==> config.mk <==
export PLATFORM = sky130hd
export DESIGN_NAME = csa_cpa_resolver
export DESIGN_NICKNAME = d
export VERILOG_FILES = /design/src/rtl/csa_pkg.sv /design/src/rtl/cpa_chunk.sv /design/src/rtl/csa_cpa_resolver.sv
export SDC_FILE = /design/constraint.sdc
export NUM_CORES = 1
export LEC_CHECK = 0
export CAP_MARGIN = 20
export CORE_MARGIN = 8
export CORE_UTILIZATION = 50
export CTS_BUF_LIST = sky130_fd_sc_hd__clkbuf_16
export CTS_CLUSTER_SIZE = 28
export DETAILED_ROUTE_END_ITERATION = 16
export PLACE_DENSITY = 0.76
export SLEW_MARGIN = 20
export SYNTH_ARGS = -nofsm -noshare
export SYNTH_HDL_FRONTEND = slang
export SYNTH_SLANG_ARGS = --single-unit
==> constraint.sdc <==
create_clock -name clk -period 3.2 [get_ports clk]
set_input_delay 0.8 -clock clk [delete_from_list [all_inputs] [get_ports clk]]
set_output_delay 0.8 -clock clk [all_outputs]
set_load 0.01 [all_outputs]
==> src/rtl/csa_pkg.sv <==
// Shared types and elaboration helpers for the chunked carry-propagate resolver.
package csa_pkg;

    typedef enum logic [1:0] {
        ST_IDLE,
        ST_ADD,
        ST_DONE
    } state_t;

    function automatic int ceil_div(input int a, input int b);
        return (a + b - 1) / b;
    endfunction

    // Index width for n items, never narrower than one bit.
    function automatic int idx_width(input int n);
        return (n > 1) ? $clog2(n) : 1;
    endfunction

endpackage

==> src/rtl/cpa_chunk.sv <==
// One CHUNK_W-bit slice of the carry-propagate adder, purely combinational.
module cpa_chunk #(
    parameter int CHUNK_W = 4
) (
    input  logic [CHUNK_W-1:0] a,
    input  logic [CHUNK_W-1:0] b,
    input  logic               cin,
    output logic [CHUNK_W-1:0] s,
    output logic               cout
);

    assign {cout, s} = {1'b0, a} + {1'b0, b} + (CHUNK_W+1)'(cin);

endmodule

==> src/rtl/csa_cpa_resolver.sv <==
// Resolves a carry-save (sum, carry) pair into one binary result, CHUNK_W bits per cycle.
module csa_cpa_resolver
    import csa_pkg::*;
#(
    parameter int IN_W    = 9,
    parameter int CHUNK_W = 4
) (
    input  logic            clk,
    input  logic            rst_n,
    input  logic            i_valid,
    output logic            o_ready,
    input  logic [IN_W-1:0] i_sum,
    input  logic [IN_W-1:0] i_carry,
    output logic            o_valid,
    input  logic            i_ready,
    output logic [IN_W:0]   o_result,
    output logic            o_busy
);

    localparam int N_CHUNK = ceil_div(IN_W, CHUNK_W);
    localparam int EXT_W   = N_CHUNK * CHUNK_W;
    localparam int IDX_W   = idx_width(N_CHUNK);
    localparam logic [IDX_W-1:0] LAST_IDX = IDX_W'(N_CHUNK - 1);

    state_t             state;
    logic [IDX_W-1:0]   chunk_idx;
    logic               cin_q;
    logic [CHUNK_W-1:0] sum_c      [N_CHUNK];
    logic [CHUNK_W-1:0] carry_c    [N_CHUNK];
    logic [CHUNK_W-1:0] sum_in_c   [N_CHUNK];
    logic [CHUNK_W-1:0] carry_in_c [N_CHUNK];
    logic [EXT_W-1:0]   sum_ext;
    logic [EXT_W-1:0]   carry_ext;
    logic [CHUNK_W-1:0] chunk_s;
    logic               chunk_cout;
    logic [IN_W:0]      result_next;

    assign sum_ext   = EXT_W'(i_sum);
    assign carry_ext = EXT_W'(i_carry);

    for (genvar c = 0; c < N_CHUNK; c++) begin : g_split
        assign sum_in_c[c]   = sum_ext[c*CHUNK_W +: CHUNK_W];
        assign carry_in_c[c] = carry_ext[c*CHUNK_W +: CHUNK_W];
    end

    cpa_chunk #(.CHUNK_W(CHUNK_W)) u_chunk (
        .a    (sum_c[chunk_idx]),
        .b    (carry_c[chunk_idx]),
        .cin  (cin_q),
        .s    (chunk_s),
        .cout (chunk_cout)
    );

    // Each result bit is owned by exactly one chunk; it only changes on that chunk's cycle.
    for (genvar j = 0; j < IN_W; j++) begin : g_res
        localparam int CI = j / CHUNK_W;
        localparam int BI = j % CHUNK_W;
        assign result_next[j] = (chunk_idx == IDX_W'(CI)) ? chunk_s[BI] : o_result[j];
    end

    if (IN_W % CHUNK_W == 0) begin : g_top_cout
        assign result_next[IN_W] = (chunk_idx == LAST_IDX) ? chunk_cout : o_result[IN_W];
    end else begin : g_top_pad
        // Zero padding means bit IN_W is the only nonzero candidate; the higher pad bits
        // and the chunk carry-out are always zero, so folding them in leaves the value exact.
        localparam int BI = IN_W % CHUNK_W;
        assign result_next[IN_W] = (chunk_idx == LAST_IDX)
                                 ? (|chunk_s[CHUNK_W-1:BI]) | chunk_cout
                                 : o_result[IN_W];
    end

    // NOTE: sequential state uses non-blocking assignments so every flop samples pre-edge values.
    always_ff @(posedge clk or negedge rst_n) begin
        if (!rst_n) begin
            state     <= ST_IDLE;
            chunk_idx <= '0;
            cin_q     <= 1'b0;
            o_result  <= '0;
            o_valid   <= 1'b0;
            o_busy    <= 1'b0;
            o_ready   <= 1'b1;
            // NOTE: the operand chunk arrays are tiny, so they are reset like any other flop.
            for (int c = 0; c < N_CHUNK; c++) begin
                sum_c[c]   <= '0;
                carry_c[c] <= '0;
            end
        end else begin
            case (state)
                ST_IDLE: begin
                    if (i_valid && o_ready) begin
                        sum_c     <= sum_in_c;
                        carry_c   <= carry_in_c;
                        chunk_idx <= '0;
                        cin_q     <= 1'b0;
                        o_ready   <= 1'b0;
                        o_busy    <= 1'b1;
                        state     <= ST_ADD;
                    end
                end
                ST_ADD: begin
                    o_result <= result_next;
                    cin_q    <= chunk_cout;
                    if (chunk_idx == LAST_IDX) begin
                        chunk_idx <= '0;
                        o_valid   <= 1'b1;
                        state     <= ST_DONE;
                    end else begin
                        chunk_idx <= chunk_idx + 1'b1;
                    end
                end
                ST_DONE: begin
                    if (i_ready) begin
                        o_valid <= 1'b0;
                        o_busy  <= 1'b0;
                        o_ready <= 1'b1;
                        state   <= ST_IDLE;
                    end
                end
                default: state <= ST_IDLE;
            endcase
        end
    end

endmodule

==> results.md <==
* Pint at 1.47 mW
* TritonCTS Buffers at 5
* Slew HR at between 60% and 70%
* All-Layer GR Usage at 13.2%
* Fmax at roughly 360 MHz
* Area growth from synthesis to layout at 31.8%
* Cell with the most instances after synthesis: dfrtp_1
* Post-route cell area at between 2000 and 2500 um^2
* Longest Clk Path Bufs at 2
* # IOs at 35
* Critical Path Start Type: flop
* Largest area contributor in the netlist: dfrtp_1
* Maximum VDD drop at 0.510 mV
* Share of layout cells above drive strength 1 at around a quarter
* DR iter-0 viols at 45
* Clock root buffer: clkbuf_16
* Async set or reset register ratio after synthesis at 100%
* Setup Fix Bufs, Post-CTS at 0
* Drt via density at about 5.1
* Core area at approximately 3300 um^2
* Syn. warnings at 0
* EDFF count, synth at 0
* Static leakage at roughly 0.99 nW
* Yosys reg bits at 36
* Full die area at 5460 um^2
* Routed wire length at 3050 um
* Post-route DRC violation count at 0
* Net Sw Frac at around 33%
* Seq. cell area at 902 um^2
* Initial core utilization at 51.0%
* Area occupied by multi-input gates at 746 um^2
* Global route overflow at 0
* CTS tree: done
* Worst slew pin tran at 0.457 ns
* Largest net degree at the start of global routing at 37
* Detailed placement HPWL at ~2300 um
* Setup Crit Path Kind: flop to flop
* Outcome: completed
* Setup TNS at 0 ns
* TritonCTS Sinks at 36
* Minimum clock period at 2.80 ns
* CP Max Fanout at 13
* CP Capture Type: flop
* Final Hold Viols at 0
* NumNets Final at 189
* Initial antenna violation count at 0
* WHS at 0.474 ns
* Top cell type's share of synthesized area at 52.3%
* Worst-path clk slew at 0.05 ns
* Most used DFF post-synth: dfrtp_1
* Non-Filler Instances at between 200 and 250
* Via count at 1064
* Cell count after synthesis at 122
* Mapped Area at 1680 um^2
* Vias in the first global route at between 1000 and 1500
* Synth cell types at 29
* Avg Cell Area, Syn at 13.7 um^2
* Buffers on Ports at 34
* Clock Latency Late Sink at approximately 0.27 ns
* Pre-antenna DRT Iters at 3
* Hold crit path type: flop to flop
* Max cap viols at 0
* FILL cells at 253
* Pwr/cell area at 996 nW/um^2
* First-pass GRT wire length at 5400 um
* Flop pwr share at 36.8%
* Sequential area share after synthesis at 53.8%
* Worst path arrival time at 2.96 ns
* Depth of the CTS H-tree at 2
* Antenna diodes at 0
* Switching Power at 0.729 mW
* Final Skew at 0.00289 ns
* Die W at ~74 um
* Max-slew violations at 0
* Post-DRT Antenna Nets at 0
* Area after DPL at 2070 um^2
* Worst Path Required at between 3 and 4 ns
* Top cells by area, synth: dfrtp_1 (52%), mux2_2 (17%), mux2i_1 (4.8%)
* Routed WL per cell at 14.6 um
* Combinational fraction of design power at 43.2%
* # hold bufs at CTS at 0
* Final setup viols at 0
* RSZ-0062 raised after global routing: no
* Clock Power Share at between 20% and 30%
* Top cells by count, synth: dfrtp_1 (35), mux2_2 (25), mux2i_1 (8), nor2_1 (8)
* CTS resizes at 0
* Gpl congestion at roughly 0.84
* Post-synthesis net count at between 100 and 150
* Inst Count DP at 201
* Final period util at ~90%
* Die height at 73.9 um
* FP Rows at 21
layer usage:
metal	GRT usage (%)	wire length (um)
met1	14.2	1270
met2	21.8	1510
met3	6.28	210
met4	5.32	55
met5	0	0
state kept, by name (all words and copies together), names as in the netlist:
register	count
carry_c	9
chunk_idx	2
cin_q	1
o_busy	1
o_ready	1
o_result	10
o_valid	1
state	2
sum_c	9
stage by stage:
step / setup slack [ns] / power (mW) / utilization, %
after floorplan: 0.516 / 1.43 / -
after global placement: 0.556 / 1.73 / 63.1
after detailed placement: 0.438 / 1.77 / 63.1
after CTS: 0.379 / 2.23 / 67.2
after global routing: 0.211 / 2.36 / 67.2
final: 0.398 / 2.20 / 67.2
critical path, cell delays in order, from the launching register on:
cell	delay [ns]
dfrtp_1	0.54
nor2b_1	0.23
nand2_1	0.09
o21ai_0	0.13
fa_1	0.48
fa_1	0.42
a21o_1	0.20
a21oi_1	0.20
nand3_1	0.10
o32a_1	0.30
kinds of logic (layout without fill, tap and decap cells):
family,count (synthesis),count (layout),share of synthesized area (%)
AND/OR/NAND/NOR,24,24,10.7
buffers and inverters,5,46,1.64
multiplexers,33,33,21.6
adder cells (fa/ha/maj),5,5,4.63
flip-flops,36,36,53.8
XOR/XNOR,2,2,1.05
AO/OA/AOI/OAI,17,17,6.57
power by group through the flow:
stage	sequential, mW	combinational (mW)	clock [mW]
after detailed placement	0.816	0.955	0
after CTS	0.810	0.966	0.455
after global placement	0.809	0.923	0
final	0.808	0.950	0.441
after global routing	0.841	1.05	0.474
after floorplan	0.808	0.617	0
placed cells by master (no fill, tap or decap), types with 2 or more instances in the layout:
master and n:
dfrtp_1 35, clkdlybuf4s50_1 34, mux2_2 25, mux2i_1 8, nor2_1 8, nand2_1 5, a21o_1 5, clkbuf_16 5
o21ai_0 4, a21oi_1 4, inv_1 3, ha_1 3, buf_4 3, nor2b_1 2, nor3b_4 2, xnor2_1 2
fa_1 2
worst paths after layout:
path                                          startpoint                 endpoint  slack, ns  depth (start not counted)
worst min-delay path                  o_busy$_DFFE_PN0P_       o_busy$_DFFE_PN0P_       0.47                          1
worst max-delay path            chunk_idx[1]$_DFFE_PN0P_  o_result[9]$_DFFE_PN0P_       0.40                          9
max in group asynchronous                          rst_n      o_ready$_DFFE_PN1P_       1.93                          2
worst min register to register        o_busy$_DFFE_PN0P_       o_busy$_DFFE_PN0P_       0.47                          1
min in group asynchronous                          rst_n     state[1]$_DFFE_PN0P_       0.94                          2
worst max register to register  chunk_idx[1]$_DFFE_PN0P_  o_result[9]$_DFFE_PN0P_       0.40                          9
final cells by class:
class / instances / area share, %
clock inverter: 3 / 0.510
clock buffer: 5 / 5.67
sequential: 36 / 40.8
multi-input combinational: 81 / 33.8
tap: 46 / 2.61
timing repair buffer: 37 / 16.4
inverter: 1 / 0.170
No activity file was read; power rests on OpenSTA's default activity.
==> RTL change 1: new RTL, same settings <==
`CHUNK_W` is set to 4 in 2 places; all go to 8.
--- a/src/rtl/cpa_chunk.sv
+++ b/src/rtl/cpa_chunk.sv
@@ -1,6 +1,6 @@
 // One CHUNK_W-bit slice of the carry-propagate adder, purely combinational.
 module cpa_chunk #(
-    parameter int CHUNK_W = 4
+    parameter int CHUNK_W = 8
 ) (
     input  logic [CHUNK_W-1:0] a,
     input  logic [CHUNK_W-1:0] b,
--- a/src/rtl/csa_cpa_resolver.sv
+++ b/src/rtl/csa_cpa_resolver.sv
@@ -3,7 +3,7 @@
     import csa_pkg::*;
 #(
     parameter int IN_W    = 9,
-    parameter int CHUNK_W = 4
+    parameter int CHUNK_W = 8
 ) (
     input  logic            clk,
     input  logic            rst_n,
Check against the original RTL: not equivalent (Yosys sat finds a counterexample within 4 cycles, from zero or initial values and one cycle with rst_n low).
==> RTL change 1 against the original RTL <==
- sequential share of layout area shrank 3.4 points
- sequential cell count shrank 1
- final cell count rose by 17%
- via count is 18% higher
- wire length up 12%
- final area grew 6.1%
- synthesized area increased by 7.9%
- die area is 6.2% higher
- global-route usage shrank 0.73 points
- worst setup slack improved by 0.22 ns
- critical path type unchanged
- largest cell class unchanged
Power is not compared: it rests on default switching activity, and its combinational part moved more than twofold at a synthesized area within 25%.
==> RTL change 1: results (changes against the original RTL) <==
hold_buf cts 0 (unchanged); via count 1256 (+18%); CP peak stage delay 0.44 ns (-0.10 ns); fraction of layout cells with a size suffix above 1 21.8% (-3.3 points); Clock Skews 0.00552 ns (+0.00263 ns); Yosys cell types 35 (+21%); worst min-delay path category flop to flop; setup bufs post-CTS 0 (unchanged); number of DRC markers in iteration 0 48 (+6.7%); post-synth net total 189 (+27%); DPL Wire Length 2.67 mm (+17%); slew at the pin closest to its max-slew limit 0.501 ns (+0.0441 ns); total track usage 12.5% (-0.73 points); worst slack at placement 0.621 ns (+0.183 ns); Max FO, Critical Path 7 (-6); routability cong. 0.891 (+5.5%); Port Buf Inserts 34 (unchanged); top post-synthesis cells by area dfrtp_1 47%, mux2_2 13%, ha_1 4.8%; status finished clean; R2R Path Start chunk_idx$_DFFE_PN0P_; Bufs and invs on worst path 1 (+1); crit path DAT 2.75 ns (-0.21 ns); largest net degree at the start of global routing 36 (-2.7%); CP delay by family, top compound AO/OA/AOI/OAI gates; WL per Instance 13.9 um (-4.6%); first-pass GRT wire length 5.99 mm (+11%); nets 227 (+20%); Seq/Total Area, Yosys 48.5% (-5.3 points); later-pin clock latency in the skew report about 0.28 ns
RTL change 1: changes by cell type after synthesis, moves of 4 or more:
cell | before | now
ha_1 | 3 | 7
inv_1 | 1 | 6
o21ai_0 | 4 | 8
mux2_2 | 25 | 21
nand2_1 | 5 | 11
nand2b_1 | 0 | 8
mux2i_1 | 8 | 0
a21o_1 | 5 | 0
nor2b_1 | 2 | 13
RTL change 1: final cells by class:
class                      count  area, um^2
tap                           48        60.1
inverter                       7        26.3
sequential                    35         877
timing repair buffer          37         363
multi-input combinational    110         871
clock inverter                 3        20.0
fill                         289        1240
clock buffer                   5         125
RTL change 1: stage by stage:
step / std cells / util [%] / hold WS, ns / area, um^2 / total power, mW
finish: 245 / 65.5 / 0.488 / 2340 / 0.946
global route: 245 / 65.5 / 0.507 / 2340 / 0.978
CTS: 245 / 65.5 / 0.487 / 2340 / 0.958
detailed placement: 237 / 61.4 / 0.475 / 2200 / 0.487
global placement: 237 / 61.4 / 0.461 / 2200 / 0.486
floorplan: 158 / - / 0.473 / 1810 / 0.452
RTL change 1: final timing paths:
kind | endpoint | cells after the start | slack [ns]
worst max register to register | o_result[9]$_DFFE_PN0P_ | 10 | 0.62
worst min register to register | o_result[1]$_DFFE_PN0P_ | 2 | 0.49
min in group asynchronous | o_result[4]$_DFFE_PN0P_ | 2 | 0.92
worst max-delay path | o_result[9]$_DFFE_PN0P_ | 10 | 0.62
max in group asynchronous | o_ready$_DFFE_PN1P_ | 2 | 1.93
worst min-delay path | o_result[1]$_DFFE_PN0P_ | 2 | 0.49
RTL change 1: power by group through the flow:
stage	clock (mW)	combinational, mW	sequential, mW
final	0.467	0.0356	0.443
after global routing	0.496	0.0397	0.443
after CTS	0.479	0.0366	0.443
after detailed placement	0	0.0365	0.451
after global placement	0	0.0352	0.451
after floorplan	0	0.00108	0.451
RTL change 1: metal layers:
layer	share of wire [%]	track usage, %	up-vias	wire length (um)
li1	-	-	614	-
met1	48	14.6	604	1630
met2	45	19.6	32	1530
met3	5.3	4.60	6	181
met4	2.1	6.35	0	72
met5	0	0	-	0
RTL change 1: cells by family (layout without fill, tap and decap cells):
logic type	count (synthesis)	count (layout)	share of synthesized area, %
and+or+nand+nor	46	46	13.8
DFF	35	35	48.5
AOI/OAI and AO/OA	27	27	10.3
muxes	23	23	14.5
buffers and inverters	13	52	3.32
adders and majority gates	9	9	7.06
xor gates and xnor gates	5	5	2.42
RTL change 1: worst reg2reg max path: stages, from the launching register on:
cell and delay, ns:
dfrtp_1 0.44, mux2_2 0.37, fa_1 0.43, inv_1 0.08, fa_1 0.19, nand2b_1 0.13
a211oi_1 0.09, o21ba_2 0.22, o21ai_0 0.14, nand2b_1 0.09, o31a_1 0.28
==> RTL change 2: new RTL, same settings <==
Made on the original files. The 3 states of `state_t` get a one-hot encoding in 3 bits.
--- a/src/rtl/csa_pkg.sv
+++ b/src/rtl/csa_pkg.sv
@@ -1,10 +1,10 @@
 // Shared types and elaboration helpers for the chunked carry-propagate resolver.
 package csa_pkg;
 
-    typedef enum logic [1:0] {
-        ST_IDLE,
-        ST_ADD,
-        ST_DONE
+    typedef enum logic [2:0] {
+        ST_IDLE = 3'b001,
+        ST_ADD  = 3'b010,
+        ST_DONE = 3'b100
     } state_t;
 
     function automatic int ceil_div(input int a, input int b);
Check against the original RTL: no difference found for any inputs over 10 cycles, from zero or initial values and one cycle with rst_n low; not proved beyond that.
==> RTL change 2 against the original RTL <==
- wire length up 9.1%
- sequential cell count is 1 higher
- synthesized area grew 4.3%
- via count increased by 10%
- maximum frequency shrank 1.9%
- clock skew up 0.00062 ns
- worst setup slack worse by 0.054 ns
- final area rose by 1.9%
- highest routed layer unchanged
Power is not compared: it rests on default switching activity, and its combinational part moved more than twofold at a synthesized area within 25%.
==> RTL change 2: results (changes against the original RTL) <==
met2 WL post-DR 1.74 mm (+15%); DRT Pass-1 Iters 4 (+1); Yosys cell types 31 (+6.9%); number of DRC markers in iteration 0 74 (+64%); met1 GRT Util 14.7% (+0.52 points); final cell count without fillers 223 (+6.7%); Max FO, Critical Path 9 (-4); CP peak stage delay 0.57 ns (+0.03 ns); vias in the first global route 1256 (+4.9%); status finished clean; nets 203 (+7.4%); routability cong. 0.832 (-1.5%); slew at the pin closest to its max-slew limit 0.771 ns (+0.314 ns); total track usage 13.2% (-0.014 points); largest net degree at the start of global routing 38 (+2.7%); met1 wire length 1.37 mm (+7.9%); final WL 3.33 mm (+9.1%); depth of the CTS H-tree 2 (unchanged); DPL Wire Length 2.55 mm (+12%); Syn Area/Cell 12.5 um^2 (-9.1%); Commonest cells post-synth 35 x dfrtp_1, 24 x mux2_2, 12 x nor2_1, 8 x mux2i_1, 7 x nand2_1; filler cell count 269 (+6.3%); post-synth net total 167 (+12%); first-pass GRT wire length 5.59 mm (+3.6%); met3 GRT Util 5.06% (-1.2 points); later-pin clock latency in the skew report 0.27 ns (about the same); top post-synthesis cells by area dfrtp_1 50%, mux2_2 15%, mux2i_1 4.6%; fraction of layout cells with a size suffix above 1 20.9% (-4.2 points); Clock Skews 0.00350 ns (+0.000616 ns); routed wl met3 201 um (-4.3%); DR vias/cell 5.27 (+3.5%); Seq/Total Area, Yosys 53.1% (-0.73 points); max layer used met4; placed inst area 2110 um^2 (+2.0%); met2 Usage GRT 22.4% (+0.61 points)
==> RTL change 2: worst paths after layout <==
check | from | endpoint | slack, ns | depth (start not counted)
worst max-delay path | chunk_idx[0]$_DFFE_PN0P_ | o_result[9]$_DFFE_PN0P_ | 0.34 | 8
worst min-delay path | o_result[6]$_DFFE_PN0P_ | o_result[6]$_DFFE_PN0P_ | 0.49 | 1
worst max register to register | chunk_idx[0]$_DFFE_PN0P_ | o_result[9]$_DFFE_PN0P_ | 0.34 | 8
worst min register to register | o_result[6]$_DFFE_PN0P_ | o_result[6]$_DFFE_PN0P_ | 0.49 | 1
max in group asynchronous | rst_n | state[0]$_DFFE_PN1P_ | 1.91 | 2
min in group asynchronous | rst_n | o_busy$_DFFE_PN0P_ | 0.95 | 2
==> RTL change 2: layout make-up <==
type	count	area [um^2]	share of cell area, %
Clock inverter	3	11.3	0.501
Clock buffer	5	125	5.56
Multi-Input combinational cell	93	761	33.8
Timing Repair Buffer	36	355	15.8
Tap cell	46	57.6	2.56
Inverter	3	11.3	0.501
Sequential cell	37	928	41.3
==> RTL change 2: cells by family after synthesis <==
family | Yosys count | share of synthesized area [%]
flip-flops | 37 | 53.1
multiplexers | 35 | 22.0
AND/OR/NAND/NOR | 32 | 9.52
AO/OA/AOI/OAI | 19 | 6.59
buffers and inverters | 10 | 3.36
adder cells (fa/ha/maj) | 5 | 4.44
XOR/XNOR | 2 | 1.00
==> RTL change 2: through the flow <==
stage                     power [mW]  setup slack [ns]  hold slack, ns
after floorplan                0.798             0.655           0.464
after global placement         0.895             0.456           0.476
after detailed placement       0.912             0.367           0.481
after CTS                       1.36             0.334           0.492
after global routing            1.42             0.223           0.513
final                           1.34             0.344           0.490
